`src/rtl/fifo_wptr_full_if.sv`:
```
// Write-side bus of the async FIFO: producer request and sync'd read pointer in,
// RAM address, Gray pointer and status out.
interface fifo_wptr_full_if #(
  parameter int unsigned ASIZE = 4
);
  logic             winc;
  logic             ovf_clr;
  logic [ASIZE:0]   wq2_rptr;
  logic [ASIZE-1:0] waddr;
  logic [ASIZE:0]   wptr;
  logic             wfull;
  logic             walmost_full;
  logic [ASIZE:0]   wlevel;
  logic             wovf;

  modport master (
    output winc, ovf_clr, wq2_rptr,
    input  waddr, wptr, wfull, walmost_full, wlevel, wovf
  );

  modport slave (
    input  winc, ovf_clr, wq2_rptr,
    output waddr, wptr, wfull, walmost_full, wlevel, wovf
  );
endinterface

```
`src/rtl/fifo_wptr_full.sv`:
```
// Async FIFO write-side pointer logic in the wclk domain: binary/Gray write pointer,
// full, almost-full, occupancy and sticky overflow, all registered.
module fifo_wptr_full #(
  parameter int unsigned ASIZE       = 4,
  parameter int unsigned AFULL_LEVEL = 14
) (
  input  logic                 wclk,
  input  logic                 wrst,
  fifo_wptr_full_if.slave      bus
);

  logic [ASIZE:0] wbin_q, wbin_d;
  logic [ASIZE:0] wptr_q, wgray_d;
  logic [ASIZE:0] wlevel_q, wlevel_d;
  logic [ASIZE:0] rbin;
  logic           wfull_q, wfull_d;
  logic           waf_q, waf_d;
  logic           wovf_q, wovf_d;
  logic           wen;

  // Gray-to-binary: each binary bit is the XOR of all Gray bits at or above it.
  always_comb begin
    rbin = '0;
    for (int i = 0; i <= int'(ASIZE); i++) begin
      rbin[i] = ^(bus.wq2_rptr >> i);
    end
  end

  always_comb begin
    wen      = bus.winc && !wfull_q;
    wbin_d   = wbin_q + (ASIZE + 1)'(wen);
    wgray_d  = wbin_d ^ (wbin_d >> 1);
    wlevel_d = wbin_d - rbin;
    waf_d    = wlevel_d >= (ASIZE + 1)'(AFULL_LEVEL);
    // Full when write pointer is one lap ahead: top two Gray bits inverted.
    wfull_d  = wgray_d == {~bus.wq2_rptr[ASIZE:ASIZE-1], bus.wq2_rptr[ASIZE-2:0]};
    wovf_d   = wovf_q;
    if (bus.winc && wfull_q) begin
      wovf_d = 1'b1;
    end else if (bus.ovf_clr) begin
      wovf_d = 1'b0;
    end
  end

  always_ff @(posedge wclk or posedge wrst) begin
    if (wrst) begin
      wbin_q   <= '0;
      wptr_q   <= '0;
      wlevel_q <= '0;
      wfull_q  <= 1'b0;
      waf_q    <= 1'b0;
      wovf_q   <= 1'b0;
    end else begin
      wbin_q   <= wbin_d;
      wptr_q   <= wgray_d;
      wlevel_q <= wlevel_d;
      wfull_q  <= wfull_d;
      waf_q    <= waf_d;
      wovf_q   <= wovf_d;
    end
  end

  assign bus.waddr        = wbin_q[ASIZE-1:0];
  assign bus.wptr         = wptr_q;
  assign bus.wlevel       = wlevel_q;
  assign bus.wfull        = wfull_q;
  assign bus.walmost_full = waf_q;
  assign bus.wovf         = wovf_q;

endmodule

```
`src/flat_wrapper.sv`:
```
// flat-port wrapper written by rule: the top's interface ports become plain ports
module fifo_wptr_full_flat 
#(
  parameter int unsigned ASIZE       = 4,
  parameter int unsigned AFULL_LEVEL = 14
)
  (wclk, wrst, bus_winc, bus_ovf_clr, bus_wq2_rptr, bus_waddr, bus_wptr, bus_wfull, bus_walmost_full, bus_wlevel, bus_wovf);
  fifo_wptr_full_if #(.ASIZE(ASIZE)) bus_i ();
  input  logic wclk;
  input  logic wrst;
  input wire logic [$bits(bus_i.winc)-1:0] bus_winc;
  input wire logic [$bits(bus_i.ovf_clr)-1:0] bus_ovf_clr;
  input wire logic [$bits(bus_i.wq2_rptr)-1:0] bus_wq2_rptr;
  output wire logic [$bits(bus_i.waddr)-1:0] bus_waddr;
  output wire logic [$bits(bus_i.wptr)-1:0] bus_wptr;
  output wire logic [$bits(bus_i.wfull)-1:0] bus_wfull;
  output wire logic [$bits(bus_i.walmost_full)-1:0] bus_walmost_full;
  output wire logic [$bits(bus_i.wlevel)-1:0] bus_wlevel;
  output wire logic [$bits(bus_i.wovf)-1:0] bus_wovf;
  assign bus_i.winc = bus_winc;
  assign bus_i.ovf_clr = bus_ovf_clr;
  assign bus_i.wq2_rptr = bus_wq2_rptr;
  assign bus_waddr = bus_i.waddr;
  assign bus_wptr = bus_i.wptr;
  assign bus_wfull = bus_i.wfull;
  assign bus_walmost_full = bus_i.walmost_full;
  assign bus_wlevel = bus_i.wlevel;
  assign bus_wovf = bus_i.wovf;
  fifo_wptr_full #(.ASIZE(ASIZE), .AFULL_LEVEL(AFULL_LEVEL)) u_core (.wclk(wclk), .wrst(wrst), .bus(bus_i));
endmodule
```
`config.mk`:
```
export PLATFORM = sky130hd
export DESIGN_NAME = fifo_wptr_full_flat
export DESIGN_NICKNAME = d
export VERILOG_FILES = /design/src/rtl/fifo_wptr_full_if.sv /design/src/rtl/fifo_wptr_full.sv /design/src/flat_wrapper.sv
export SDC_FILE = /design/constraint.sdc
export NUM_CORES = 1
export LEC_CHECK = 0
export ABC_AREA = 1
export CORE_ASPECT_RATIO = 0.7
export CORE_MARGIN = 5
export CORE_UTILIZATION = 51
export CTS_BUF_LIST = sky130_fd_sc_hd__clkbuf_16
export DETAILED_ROUTE_END_ITERATION = 16
export PLACE_DENSITY = 0.83
export RECOVER_POWER = 50
export SLEW_MARGIN = 20
export SYNTH_ARGS = -nofsm -noshare
export SYNTH_HDL_FRONTEND = slang
export SYNTH_SLANG_ARGS = --single-unit
```
`constraint.sdc`:
```
create_clock -name wclk -period 4.31 [get_ports wclk]
set_clock_uncertainty 0.15 [all_clocks]
set_input_delay 0.6465 -clock wclk [delete_from_list [all_inputs] [get_ports wclk]]
set_output_delay 0.6465 -clock wclk [all_outputs]
set_load 0.01 [all_outputs]
```
==> results.yml, run 1 <==
outcome:
  status: "completed"
setup_path:
  cp-end-kind: "register"
  crit_type: "input pin to register"
  rrSetupSlack_ns: 1.78
  worstReg2RegEnd: "u_core.bus.wlevel[3]$_DFF_PP0_"
  start_kind: "input pin"
  slowest_stage: "dlygate4sd3_1"
  path_common_cell: "ha_1"
  arrival_ns: 3.09
  worst_path_largest_cell_delay_ns: 0.55
  path_max_fanout: 5
  cp.required_ns: 4.30
  reg2reg_depth: 11
  reg2reg_from: "u_core.bus.wfull$_DFF_PP0_"
  crit_chain: "dlygate4sd3_1, inv_1, nor2_1, ha_1, ha_1, nand2_1, nand2_2, inv_2, ha_1, inv_1, o211ai_1, nand3_1, and2_1"
yosys:
  synth.distinct_cells: 19
  synth_simple_gate_area_frac: 0.350
  synth-adder-area-share: 0.0803
  synth_compound_area_frac: 0.0122
  ys_seq_elements: 17
  syn_inst: 127
  synth_xor_area_frac: 0.0523
  synth_warnings: 0
  synthMuxAreaShare: 0
  synth_top_family_by_area: "simple AND/OR/NAND/NOR gates"
  yosysSeqAreaShare: 0.414
  syn-num-nets: 142
  syn_area_mm2: 0.00103
  avgSynthCellArea_um2: 8.10
cells_and_area:
  regArea_um2: 425
  antenna_cells: 0
  areaGrowthSynthToFinish_pct: 34.7
  multi_input_area_um2: 509
  layout.nets: 172
  fillCellCount: 142
  drive_gt1_frac: 0.0962
  final_cells: 178
job:
  drv_cap: 0
placed_design:
  gp_congestion: 0.814
  hpwlAfterDp_um: 1740
  io_buffers: 25
  dp_cells: 174
  place_ws_ns: 1.03
floorplanning:
  die_area_mm2: 0.00303
  rows: 13
  die_w_um: 63.7
  core_mm2: 0.00189
  io_pins: 26
  die_h_um: 47.6
  start_util: 0.545
power:
  ir_drop_mv: 0.584
  power_density_mw_per_mm2: 818
  total_power_w: 0.00113
  p_leak_nw: 0.723
worst_hold_path:
  min-delay-start: "u_core.bus.wfull$_DFF_PP0_"
  hp-class: "register to register"
  min_to: "u_core.bus.wovf$_DFFE_PP0P_"
  worstHoldPathCells: 2
clock_network:
  clock-sinks: 17
  postCtsHoldBufs: 0
  clk-insertion-delay-late_ns: 0.25
  clockBufferDepth: 2
  cts_resized: 0
  post-cts-setup-buffer-count: 0
  cts-buffers-inserted: 3
  clk_pin_slew_worst_paths_ns: 0.05
  cts_max_level: 1
  ctsRootBufferMaster: "clkbuf_16"
  cts_tree: "done"
global_route:
  grt_pass1_vias: 882
  overflow: 0
  grt_max_degree: 18
  grt_use_total: 0.168
  grt_pass1_wl_um: 3830
  grt_antenna_before_repair: 0
sta:
  period_share: 0.720
  slew_headroom: 0.560
  fin_tns_setup_ns: 0
  min_period_ns: 3.11
  rsz0062_at_grt: "false"
  tightest_slew_ns: 0.660
  holdWs_ns: 0.357
  setup_viol: 0
  hold_viol: 0
  final.setup.worst_slack_ns: 1.20
  final_max_slew_viol_count: 0
  max_freq_ghz: 0.322
route:
  ant_nets: 0
  vias_per_cell: 4.89
  wirelength_um: 2200
  drt_first_pass_iters: 4
  vias: 870
  wl_per_cell_um: 12.4
  drtIter0Drc: 74
  drcViolationCount: 0
[synthesized netlist by cell type, drive strengths merged]
master  instances  area (um^2)
nor2            7         26.3
nand4           3         18.8
o21ai           1         5.00
nor3            1         5.00
ha              5         62.6
dfrtp          17          425
xor2            4         53.8
fa              1         20.0
nand3b          3         22.5
o211ai          1         7.51
nand2          41          191
inv            25         93.8
and2            1         6.26
nand3          17         90.1
[per-stage QoR]
stage,area [um^2],utilization
finish,1390,0.734
global route,1390,0.734
CTS,1390,0.734
detailed placement,1310,0.692
global placement,1310,0.692
floorplan,1030,-
[cells by family (layout without fill, tap and decap cells)]
group | after synthesis | count (layout)
compound gates | 2 | 2
simple gates | 73 | 73
xor+xnor | 4 | 4
fa+ha+maj | 6 | 6
flops | 17 | 17
buf+inv | 25 | 54
[worst max-delay path, delay by kind of cell]
family          cells  cell delay, ns
compound gates      1            0.22
fa+ha+maj           3            0.82
buf+inv             4            0.72
simple gates        5            0.70
[state kept, by name, indices dropped and copies added (netlist names)]
signal	flops
u_core.bus.wlevel	5
u_core.bus.wptr	4
u_core.bus.walmost_full	1
u_core.bus.wovf	1
u_core.bus.wfull	1
u_core.wbin_q	5
[area by class of cell]
cell class | instances | area share
Multi-Input combinational cell | 85 | 0.368
Sequential cell | 17 | 0.307
Timing Repair Buffer | 25 | 0.181
Inverter | 25 | 0.0678
Clock buffer | 3 | 0.0542
Tap cell | 22 | 0.0199
Clock inverter | 1 | 0.00271
[how the worst max path moves through the flow]
stage,start,to,cells past startpoint,slack [ns]
after global placement,bus_winc,u_core.bus.wlevel[3]$_DFF_PP0_,13,1.14
after CTS,bus_winc,u_core.bus.wlevel[3]$_DFF_PP0_,13,1.29
after global routing,bus_winc,u_core.bus.walmost_full$_DFF_PP0_,16,1.04
after floorplan,bus_wq2_rptr[4],u_core.bus.walmost_full$_DFF_PP0_,14,1.75
after detailed placement,bus_winc,u_core.bus.wlevel[3]$_DFF_PP0_,13,1.03
final,bus_winc,u_core.bus.wlevel[3]$_DFF_PP0_,13,1.20
[layer usage]
| metal | GRT usage | part of all wire | vias to the layer above |
|---|---|---|---|
| met3 | 0.0657 | 0.056 | 4 |
| met2 | 0.289 | 0.46 | 22 |
| met1 | 0.197 | 0.47 | 392 |
| li1 | - | - | 452 |
| met4 | 0.0622 | 0.013 | 0 |
| met5 | 0 | 0 | - |
[cells in the final DEF (no fill, tap or decap), drive strengths merged]
| cell | synthesis | final |
|---|---|---|
| and2 | 1 | 1 |
| clkbuf | 0 | 3 |
| clkdlybuf4s50 | 0 | 17 |
| dfrtp | 17 | 17 |
| dlygate4sd3 | 0 | 8 |
| fa | 1 | 1 |
| ha | 5 | 5 |
| inv | 25 | 26 |
| nand2 | 41 | 41 |
| nand3 | 17 | 17 |
| nand3b | 3 | 3 |
| nand4 | 3 | 3 |
| nor2 | 7 | 7 |
| nor3 | 1 | 1 |
| o211ai | 1 | 1 |
| o21ai | 1 | 1 |
| xor2 | 4 | 4 |
[power breakdown]
part | switching (W) | internal [W] | total, W
Sequential | 0.0000438 | 0.000241 | 0.000285
Clock | 0.0000632 | 0.000123 | 0.000187
Combinational | 0.000372 | 0.000290 | 0.000662
Total | 0.000479 | 0.000654 | 0.00113
Power figures use the tool's default switching activity.
==> inputs of run 2 (changes only) <==
Settings changed: CORE_UTILIZATION 51 to 43, PLACE_DENSITY 0.83 to 0.74.
Clock period 4.31 ns to 2.7 ns, I/O delays scaled along.
==> run 2 against run 1 <==
- non-clock buffer count is 18 higher
- setup slack worse by 1.0 ns
- final cell count rose by 16%
==> results.yml, run 2 (same netlist as run 1, synthesis figures left out) <==
clock_network:
  cts_max_level: 1
  postCtsHoldBufs: 0
  cts-buffers-inserted: 3
  clock-sinks: 17
  clk_pin_slew_worst_paths_ns: 0.05
  cts_tree: "done"
  clk-insertion-delay-late_ns: 0.25
  clockBufferDepth: 2
  ctsRootBufferMaster: "clkbuf_16"
route:
  drcViolationCount: 0
  wl_per_cell_um: 12.6
  drtIter0Drc: 37
  ant_nets: 0
  vias: 994
  vias_per_cell: 4.83
  drt_first_pass_iters: 4
  wirelength_um: 2590
worst_hold_path:
  hp-class: "input pin to register"
  worstHoldPathCells: 4
  min-delay-start: "bus_wq2_rptr[3]"
sta:
  setup_viol: 0
  tightest_slew_ns: 0.691
  slew_headroom: 0.539
  max_freq_ghz: 0.394
  final_max_slew_viol_count: 0
  period_share: 0.939
  fin_tns_setup_ns: 0
  rsz0062_at_grt: "false"
  hold_viol: 0
  min_period_ns: 2.54
floorplanning:
  core_mm2: 0.00221
  start_util: 0.466
  die_h_um: 50.9
  io_pins: 26
  rows: 14
  die_area_mm2: 0.00349
  die_w_um: 68.5
power:
  power_density_mw_per_mm2: 1330
  p_leak_nw: 0.827
  ir_drop_mv: 0.665
  total_power_w: 0.00210
setup_path:
  start_kind: "input pin"
  path_max_fanout: 2
  reg2reg_from: "u_core.bus.wfull$_DFF_PP0_"
  arrival_ns: 2.52
  cp-end-kind: "register"
  reg2reg_depth: 11
  rrSetupSlack_ns: 0.44
  crit_type: "input pin to register"
  crit_start: "bus_wq2_rptr[2]"
  cp.required_ns: 2.69
placed_design:
  hpwlAfterDp_um: 2100
  io_buffers: 25
  gp_congestion: 0.777
cells_and_area:
  multi_input_area_um2: 549
  areaGrowthSynthToFinish_pct: 53.5
  layout.nets: 190
  regArea_um2: 425
  final_common_cell: "nand2_1"
  fillCellCount: 183
  final_cell_mix: "nand2_1 (32), inv_1 (24), buf_4 (18)"
  antenna_cells: 0
  drive_gt1_frac: 0.236
job:
  drv_cap: 0
global_route:
  grt_use_total: 0.169
  grt_max_degree: 18
  grt_pass1_vias: 992
  grt_antenna_before_repair: 0
  overflow: 0
  grt_pass1_wl_um: 4380
outcome:
  status: "completed"
## run 2: changes by cell type in the layout (fill, tap and decap cells not counted), moves of 2 or more
cell / change
ha_1: -2
nor2_1: -2
buf_4: +18
dlygate4sd3_1: -2
dlymetal6s2s_1: +2
## run 2: area by class of cell
class | count | area share
multi-input combinational | 85 | 0.348
inverter | 25 | 0.0594
sequential | 17 | 0.269
clock buffer | 3 | 0.0475
timing repair buffer | 43 | 0.247
tap | 32 | 0.0254
clock inverter | 1 | 0.00317
## run 2: metrics by stage
| step | hold WS, ns | cell area [um^2] | cells | worst slack [ns] | util |
|---|---|---|---|---|---|
| after global placement | 0.338 | 1440 | 200 | -0.149 | 0.652 |
| after CTS | 0.377 | 1530 | 205 | 0.0529 | 0.693 |
| after global routing | 0.398 | 1580 | 206 | 0.0287 | 0.715 |
| after floorplan | 0.181 | 1030 | 127 | 0.382 | - |
| after detailed placement | 0.367 | 1440 | 200 | -0.307 | 0.652 |
| final | 0.364 | 1580 | 206 | 0.165 | 0.715 |
## run 2: final timing paths
kind,endpoint
worst max-delay path,u_core.bus.walmost_full$_DFF_PP0_
worst min-delay path,u_core.bus.wfull$_DFF_PP0_
worst max register to register,u_core.bus.wlevel[3]$_DFF_PP0_
worst min register to register,u_core.bus.wovf$_DFFE_PP0P_
max in group asynchronous,u_core.bus.wlevel[0]$_DFF_PP0_
min in group asynchronous,u_core.wbin_q[4]$_DFF_PP0_
## run 2: metal layers
layer	track usage	up-vias	routed length (um)	share of wire
met5	0	-	0	0
met4	0.00330	0	4	0.0015
met3	0.0636	2	156	0.060
met2	0.306	30	1290	0.50
met1	0.199	472	1130	0.44
li1	-	490	-	-
## run 2: critical path, stage by stage
cell and delay [ns]:
clkdlybuf4s50_1 0.62, xor2_4 0.19, xor2_1 0.18, inv_1 0.07, ha_1 0.23, fa_2 0.40, nor2_4 0.10, nor2_1 0.05
nand2_2 0.07, nand3_1 0.06, nand2_1 0.08, nand2_1 0.06
## run 2: repair_timing
action                     4_1_cts  5_1_grt
gates resized for setup          1       10
setup endpoints to repair        2        3
buffers inserted                 1        1
pin swaps                        1        5
## run 2: where the power goes
part / internal, W / switching (W)
clock: 0.000198 / 0.000101
sequential: 0.000384 / 0.0000817
combinational: 0.000650 / 0.000680
total: 0.00123 / 0.000863
